==> src/rtl/shader_dispatch.sv <==
// Triangle scheduler: FIFO-buffered triangles issued round-robin to idle shaders, colours returned round-robin.
// Latency: push->issue 1 cycle min, done->color_valid_out 2 cycles; stalls upstream via tri_ready_out when FIFO full.
// Optional SHADER_DISPATCH_STATS_EN adds issued/stall counters.

module shader_dispatch_fifo #(
    parameter int W     = 8,
    parameter int DEPTH = 8
) (
    input  logic         clk_in,
    input  logic         rst_in,
    input  logic         push,
    input  logic [W-1:0] push_dat,
    input  logic         pop,
    output logic [W-1:0] head_dat,
    output logic         full,
    output logic         empty
);
    localparam int AW = $clog2(DEPTH);

    logic [W-1:0]  mem [DEPTH];
    logic [AW-1:0] wr_ptr;
    logic [AW-1:0] rd_ptr;
    logic [AW:0]   count;

    always_ff @(posedge clk_in) begin
        if (rst_in) begin
            wr_ptr <= '0;
            rd_ptr <= '0;
            count  <= '0;
        end else begin
            if (push) wr_ptr <= wr_ptr + 1'b1;
            if (pop)  rd_ptr <= rd_ptr + 1'b1;
            if (push && !pop)
                count <= count + 1'b1;
            else if (pop && !push)
                count <= count - 1'b1;
        end
    end

    always_ff @(posedge clk_in) begin
        if (push) mem[wr_ptr] <= push_dat;
    end

    assign head_dat = mem[rd_ptr];
    assign full     = (count == (AW+1)'(DEPTH));
    assign empty    = (count == '0);
endmodule

module shader_dispatch #(
    parameter int NUM_SHADERS = 4,
    parameter int FIFO_DEPTH  = 8,
    parameter int COORD_W     = 32,
    parameter int COLOR_W     = 8
) (
    input  logic                             clk_in,
    input  logic                             rst_in,
    input  logic                             tri_valid_in,
    output logic                             tri_ready_out,
    input  logic [9*COORD_W-1:0]             tri_in,
    output logic [NUM_SHADERS-1:0]           shader_start_out,
    output logic [9*COORD_W-1:0]             shader_tri_out,
    input  logic [NUM_SHADERS-1:0]           shader_done_in,
    input  logic [NUM_SHADERS*COLOR_W-1:0]   shader_color_in,
    output logic                             color_valid_out,
    output logic [COLOR_W-1:0]               color_out,
    output logic [$clog2(NUM_SHADERS)-1:0]   color_id_out,
    output logic                             busy_out
`ifdef SHADER_DISPATCH_STATS_EN
    ,
    output logic [31:0]                      stat_issued_out,
    output logic [31:0]                      stat_stall_out
`endif
);
    localparam int TW = 9 * COORD_W;
    localparam int PW = $clog2(NUM_SHADERS);

    typedef enum logic [1:0] {U_IDLE, U_BUSY, U_DONE} unit_state_t;

    unit_state_t        ustate     [NUM_SHADERS];
    unit_state_t        ustate_nxt [NUM_SHADERS];
    logic [COLOR_W-1:0] result     [NUM_SHADERS];

    logic [PW-1:0]          issue_ptr, ret_ptr, issue_k, ret_k;
    logic                   issue_go, ret_go, idle_found;
    logic [NUM_SHADERS-1:0] idle_vec, done_vec;
    logic                   fifo_full, fifo_empty, push;
    logic [TW-1:0]          head_dat;

    // Returns {found, index} of the first set bit at or after ptr, wrapping.
    function automatic logic [PW:0] rr_pick(input logic [NUM_SHADERS-1:0] vec,
                                            input logic [PW-1:0] ptr);
        logic [PW:0]   r;
        logic [PW-1:0] ix;
        int            idx;
        r = '0;
        for (int j = 0; j < NUM_SHADERS; j++) begin
            idx = int'(ptr) + j;
            if (idx >= NUM_SHADERS) idx = idx - NUM_SHADERS;
            ix = PW'(idx);
            if (!r[PW] && vec[ix]) r = {1'b1, ix};
        end
        return r;
    endfunction

    function automatic logic [PW-1:0] wrap_inc(input logic [PW-1:0] k);
        return (k == PW'(NUM_SHADERS - 1)) ? '0 : k + 1'b1;
    endfunction

    shader_dispatch_fifo #(.W(TW), .DEPTH(FIFO_DEPTH)) u_fifo (
        .clk_in   (clk_in),
        .rst_in   (rst_in),
        .push     (push),
        .push_dat (tri_in),
        .pop      (issue_go),
        .head_dat (head_dat),
        .full     (fifo_full),
        .empty    (fifo_empty)
    );

    assign tri_ready_out = !fifo_full;
    assign push          = tri_valid_in && !fifo_full;
    assign busy_out      = !fifo_empty || (idle_vec != {NUM_SHADERS{1'b1}});

    always_comb begin
        idle_vec = '0;
        done_vec = '0;
        for (int i = 0; i < NUM_SHADERS; i++) begin
            idle_vec[i] = (ustate[i] == U_IDLE);
            done_vec[i] = (ustate[i] == U_DONE);
        end
    end

    assign {idle_found, issue_k} = rr_pick(idle_vec, issue_ptr);
    assign {ret_go, ret_k}       = rr_pick(done_vec, ret_ptr);
    assign issue_go              = idle_found && !fifo_empty;

    // A unit leaving DONE goes to IDLE but was not in idle_vec this cycle, so it cannot also be issued.
    always_comb begin
        for (int i = 0; i < NUM_SHADERS; i++) begin
            ustate_nxt[i] = ustate[i];
            if (ustate[i] == U_BUSY && shader_done_in[i]) ustate_nxt[i] = U_DONE;
        end
        if (ret_go)   ustate_nxt[ret_k]   = U_IDLE;
        if (issue_go) ustate_nxt[issue_k] = U_BUSY;
    end

    always_ff @(posedge clk_in) begin
        if (rst_in) begin
            for (int i = 0; i < NUM_SHADERS; i++) begin
                ustate[i] <= U_IDLE;
                result[i] <= '0;
            end
            issue_ptr        <= '0;
            ret_ptr          <= '0;
            shader_start_out <= '0;
            shader_tri_out   <= '0;
            color_valid_out  <= 1'b0;
            color_out        <= '0;
            color_id_out     <= '0;
        end else begin
            for (int i = 0; i < NUM_SHADERS; i++) begin
                ustate[i] <= ustate_nxt[i];
                if (ustate[i] == U_BUSY && shader_done_in[i])
                    result[i] <= shader_color_in[i*COLOR_W +: COLOR_W];
            end
            shader_start_out <= '0;
            if (issue_go) begin
                shader_start_out[issue_k] <= 1'b1;
                shader_tri_out            <= head_dat;
                issue_ptr                 <= wrap_inc(issue_k);
            end
            color_valid_out <= ret_go;
            if (ret_go) begin
                color_out    <= result[ret_k];
                color_id_out <= ret_k;
                ret_ptr      <= wrap_inc(ret_k);
            end
        end
    end

`ifdef SHADER_DISPATCH_STATS_EN
    always_ff @(posedge clk_in) begin
        if (rst_in) begin
            stat_issued_out <= '0;
            stat_stall_out  <= '0;
        end else begin
            if (issue_go) stat_issued_out <= stat_issued_out + 32'd1;
            if (!fifo_empty && !idle_found) stat_stall_out <= stat_stall_out + 32'd1;
        end
    end
`endif
endmodule

==> config.mk <==
export PLATFORM = sky130hd
export DESIGN_NAME = shader_dispatch
export DESIGN_NICKNAME = d
export VERILOG_FILES = /design/src/rtl/shader_dispatch.sv
export SDC_FILE = /design/constraint.sdc
export NUM_CORES = 2
export LEC_CHECK = 0
export BUFFER_PORTS_ARGS = -buffer_cell sky130_fd_sc_hd__buf_2
export CORE_MARGIN = 5
export CORE_UTILIZATION = 65
export DETAILED_ROUTE_END_ITERATION = 12
export GPL_ROUTABILITY_DRIVEN = 0
export PLACE_DENSITY = 0.85
export SETUP_SLACK_MARGIN = 0.1
export SYNTH_ARGS = -nofsm -noshare
export SYNTH_HDL_FRONTEND = slang
export SYNTH_SLANG_ARGS = --single-unit
==> constraint.sdc <==
create_clock -name clk_in -period 81.7 [get_ports clk_in]
set_input_delay 12.255 -clock clk_in [delete_from_list [all_inputs] [get_ports clk_in]]
set_output_delay 12.255 -clock clk_in [all_outputs]
set_load 0.005 [all_outputs]
# ---- Word level (Yosys, flattened, before mapping)
# Memory sizes are Yosys's and may differ from the RTL's. A register that Yosys moved wholly into a read port is not among the register bits.
# Cells that the tools add are included.
# W data, S select, Z words.
dict set report totals {
  mem_count 3
  output_inout_bits 305
  input_bits 327
  elab_cells 189
  reg_bits 21
  mem_bits_rw 2344
}
dict set report op_classes {
  eq_ne 12
  n_reduce_logical 35
  addsub 20
  bitwise_logic 16
  n_mux 73
  n_lt_le_gt_ge 22
}
# memory depth word_bits rd rd_clocked_by_memory_dff write_ports line
set memory_table {}
lappend memory_table {u_fifo.mem 8 288 1 1 1 20} ;# logic [W-1:0] mem [DEPTH];
lappend memory_table {result 4 8 1 1 4 81} ;# logic [COLOR_W-1:0] result [NUM_SHADERS];
lappend memory_table {ustate 4 2 4 0 4 79} ;# unit_state_t ustate [NUM_SHADERS];
# operator count
set op_table {}
lappend op_table {{$mux W8} 6}
lappend op_table {{$mux W2} 20}
lappend op_table {{$lt A2 B3 Y1 const B} 9}
lappend op_table {{$mux W1} 26}
lappend op_table {{$ge A3 B3 Y1 const B} 8}
lappend op_table {{$mux W3} 8}
lappend op_table {{$logic_and A1 B1 Y1} 17}
lappend op_table {{$bmux W1 S2} 8}
lappend op_table {{$sub A2 B1 Y2 const B} 8}
lappend op_table {{$add A2 B2 Y3 const B} 4}
lappend op_table {{$eq A2 B2 Y1 const B} 6}
lappend op_table {{$logic_not A1 Y1} 10}
lappend op_table {{$and A8 B8 Y8} 1}
lappend op_table {{$demux W2 S2} 2}
lappend op_table {{$eq A2 B1 Y1 const B} 4}
lappend op_table {{$logic_not A2 Y1} 4}
lappend op_table {{$mux W4} 2}
lappend op_table {{$not A8 Y8} 1}
lappend op_table {{$or A1 B1 Y1} 8}
lappend op_table {{$add A2 B1 Y3 const B} 2}
lappend op_table {{$add A3 B1 Y3 const B} 2}
lappend op_table {{$ge A2 B3 Y1 const B} 2}
lappend op_table {{$lt A3 B1 Y1 const B} 2}
lappend op_table {{$not A2 Y3} 2}
lappend op_table {{15 further kinds} 16}

# ---- Depth between registers and ports, before layout
dict set report depth {
  depth_word 25
  ltp_mapped 13
}

# ---- Hierarchy
# Synthesis repeated with hierarchy kept, for this count alone.
dict set report hier_totals {
  hier_cells 4930
  area_unflattened_um2 99933.3
}
# mod area_per_inst_um2 instances cells_per_inst seq_area_each_um2
set modules_own_cells {}
lappend modules_own_cells {shader_dispatch_fifo 87133.6 1 3397 69446.6}
lappend modules_own_cells {shader_dispatch 12799.8 1 1533 7267.0}

# ---- Worst setup path before layout
# Ideal clock, no wire load.
dict set report synth_path {
  path_kind {input-to-reg}
  start {input port tri_valid_in}
  end {memory u_fifo.mem[0][0] in the netlist's numbering, enable pin}
  setup_time_ps 1641
  path_buffers 0
  stages 2
  t_arrival_ps 39385
  slack_ps 40674
  path_cell_list {nand2_1 nor4_1}
}
dict set report synth_via {
  elab_chain_len 3
}
# item line
set synth_rtl {}
lappend synth_rtl {{start, declared} 57} ;# input logic tri_valid_in,
lappend synth_rtl {{$logic_and A1 B1 Y1} 121} ;# assign push = tri_valid_in && !fifo_full;
lappend synth_rtl {{$mux W1} 41} ;# if (push) mem[wr_ptr] <= push_dat;
lappend synth_rtl {{$mux W1 (implied by the code)} 41}
lappend synth_rtl {{end, declared} 20}
# No other way between the ends.

# ---- Final worst setup path
dict set report layout_path {
  start {input port tri_valid_in}
  end {memory u_fifo.mem[0][37] in the netlist's numbering, enable pin}
}
# Same word-level chain as after synthesis.

==> metrics <==
outcome finished clean; number of enable flip-flop cells after synthesis 2,336; Boundary Pins 632; CP Capture Type flip-flop; hpwl dp 122 mm; synth warn 0; Residual DRC 0; share of cells above drive strength 1 0.304; slowest stage delay, CP 0.90 ns; Synth cell types 51; setup bufs post-CTS 0; post-synthesis sequential area ratio 0.779; Worst path top cell family by delay buffers and inverters; skew final 0.0797 ns; post-layout min period 15.06 ns; wirelength, routed 236 mm; Hold Buf Count CTS 0; Reg clk slew, reported paths 0.06 ns; Req. time, crit path 82.14 ns; clk_lat worst skew 0.87 ns; worst hold path class reg -> reg; RSZ-0062 raised after global routing false; nets 5,610; Avg Vias per Cell 6.60; max cap viols 0; CORE AREA 150,000 um^2; startpoint types input port; initial antenna violation count 100; first-pass GRT wire length 343 mm; final hold violation count 0; fillcell total 7,599; slew margin rel. 0.0893; Global Route Usage Sum 0.294; period utilisation layout 0.184; WP data arrival 15.49 ns; Layout Utilization 0.746; Initial Util 0.655; cts repair resizes 0; number of port buffers 631; Synth Cell Area 98,400 um^2; CP dominant cell by count buf_4; crit path kind in -> reg; WL/cell 31.0 um; Fin Setup TNS 0 ns; clk sinks 2,661; Top FF cell, synth edfxtp_1; Iter 0 DRT Violations 6,226; f_max 66.4 MHz; final slew viol count 0; H-tree Lvls 4; Critical Path, Cell by Cell buf_2 -> nand2_1 -> nor4_2 -> buf_4 -> buf_4 -> buf_4; Area Growth Syn to Fin 13.7%; die area 159,000 um^2; Mapped Cells 4,602; asr flop ratio synth 0; Worst Tran Pin Value 1.35 ns; Layout Cells excl Fill 7,608; Final ANT Viol Nets 0; row cnt 142; Inst Count DP 7,047; Max VDD drop 0.0000338 V; DRT Pass-1 Iters 6; vias in the first global route 51,700; WHS 0.497 ns; TritonCTS Buffers 240; Yosys reg bits 2,661; Critical path buffers and inverters 4; post-synth top area cell edfxtp_1; CP max FO 62; syn_nets 4,939; syn_area_per_cell 21.4 um^2; top-area cell type share of the netlist area 0.713; largest net degree at the start of global routing 150; Total Power 3690 uW; static leakage 0.0364 uW; PD cells 33.0 nW/um^2; root buffer cell clkbuf_16; ranking of synthesized cells by area edfxtp_1, mux4_2, dfxtp_1; vias 50,200; die width 399 um; clock buffer depth 3; CP max stage cell buf_4; grt ovf 0; # setup viols final 0; Die H 399 um; CTS tree done
layout by cell type, fill, tap and decap left out, types with 36 or more instances in the layout:
master,instances
a211oi_1,290
and2_1,42
buf_2,630
buf_4,53
clkbuf_1,48
clkbuf_16,245
clkinv_1,36
clkinv_2,63
dfxtp_1,322
diode_2,102
edfxtp_1,2336
mux2i_1,297
mux4_2,576
nor2_1,318
per-layer routing:
metal | share of wire | up-vias | track usage
li1 | - | 20500 | -
met1 | 0.35 | 26000 | 0.382
met2 | 0.51 | 3055 | 0.488
met3 | 0.093 | 589 | 0.0668
met4 | 0.048 | 28 | 0.126
met5 | 0.00075 | - | 0
registers in the layout, indices dropped and copies added (netlist names), 3 cells and up:
register          count
u_fifo.rd_ptr         3
u_fifo.mem         2304
result               32
color_out             8
shader_start_out      4
ustate                8
u_fifo.count          4
shader_tri_out      288
u_fifo.wr_ptr         3
stage by stage:
| step | setup WS [ns] | cell area [um^2] |
|---|---|---|
| global placement | 65.87 | 104000 |
| floorplan | 40.67 | 98400 |
| detailed placement | 65.82 | 104000 |
| CTS | 66.71 | 112000 |
| finish | 66.64 | 112000 |
| global route | 66.58 | 112000 |
synth_stat cells, types with 2 or more instances:
cell type,instances
nor4_1,2
clkbuf_1,142
a21o_1,2
a2111oi_0,4
nand2b_1,5
nand2_1,21
o21bai_1,3
dfxtp_1,325
a221oi_1,9
ha_1,9
a21oi_1,16
and3_1,4
buf_1,29
mux4_2,576
inv_1,9
nor2_1,321
a2111oi_1,6
or3_1,2
edfxtp_1,2336
or2_2,3
o21ai_0,7
a211oi_1,290
xor2_1,3
nor2b_1,4
o22a_1,2
xnor2_1,4
mux2i_1,297
buf_2,95
nor3_1,12
and2_1,42
nand4_1,2
worst paths after layout:
| path | cells past startpoint | startpoint | slack (ns) | end |
|---|---|---|---|---|
| setup reg to reg | 8 | ustate[0][0] | 76.88 | shader_tri_out[258] |
| hold reg to reg | 2 | shader_tri_out[81] | 0.50 | shader_tri_out[81] |
| hold / removal | 2 | shader_tri_out[81] | 0.50 | shader_tri_out[81] |
| setup / recovery | 6 | tri_valid_in | 66.64 | u_fifo.mem[0][37] |
kinds of logic after synthesis:
| kind of cell | count (synthesis) | share of synthesized area |
|---|---|---|
| simple gates | 423 | 0.0181 |
| compound gates | 351 | 0.0269 |
| xor+xnor | 7 | 0.000623 |
| flops | 2661 | 0.779 |
| mux | 873 | 0.162 |
| buf+inv | 277 | 0.0120 |
| fa+ha+maj | 10 | 0.00135 |
report_power, final:
part / switching [uW] / total, uW / internal, uW
logic: 488 / 868 / 380
registers: 80.4 / 1690 / 1610
clock network: 503 / 1140 / 634
tightest hold or removal path, delay by kind of cell, from the launching register on:
kind | cells | cell delay [ns]
AOI/OAI and AO/OA | 1 | 0.05
and+or+nand+nor | 1 | 0.09
DFF | 1 | 0.31
area by class of cell:
class	instances	area, um^2	share of cell area
Clock buffer	313	6590	0.0588
Inverter	9	33.8	0.000302
Timing Repair Buffer	697	3830	0.0342
Multi-Input combinational cell	1664	20600	0.184
Clock inverter	146	1400	0.0125
Sequential cell	2661	76700	0.685
Antenna cell	102	255	0.00228
Tap cell	2016	2520	0.0225
(Power assumes the default switching activity.)
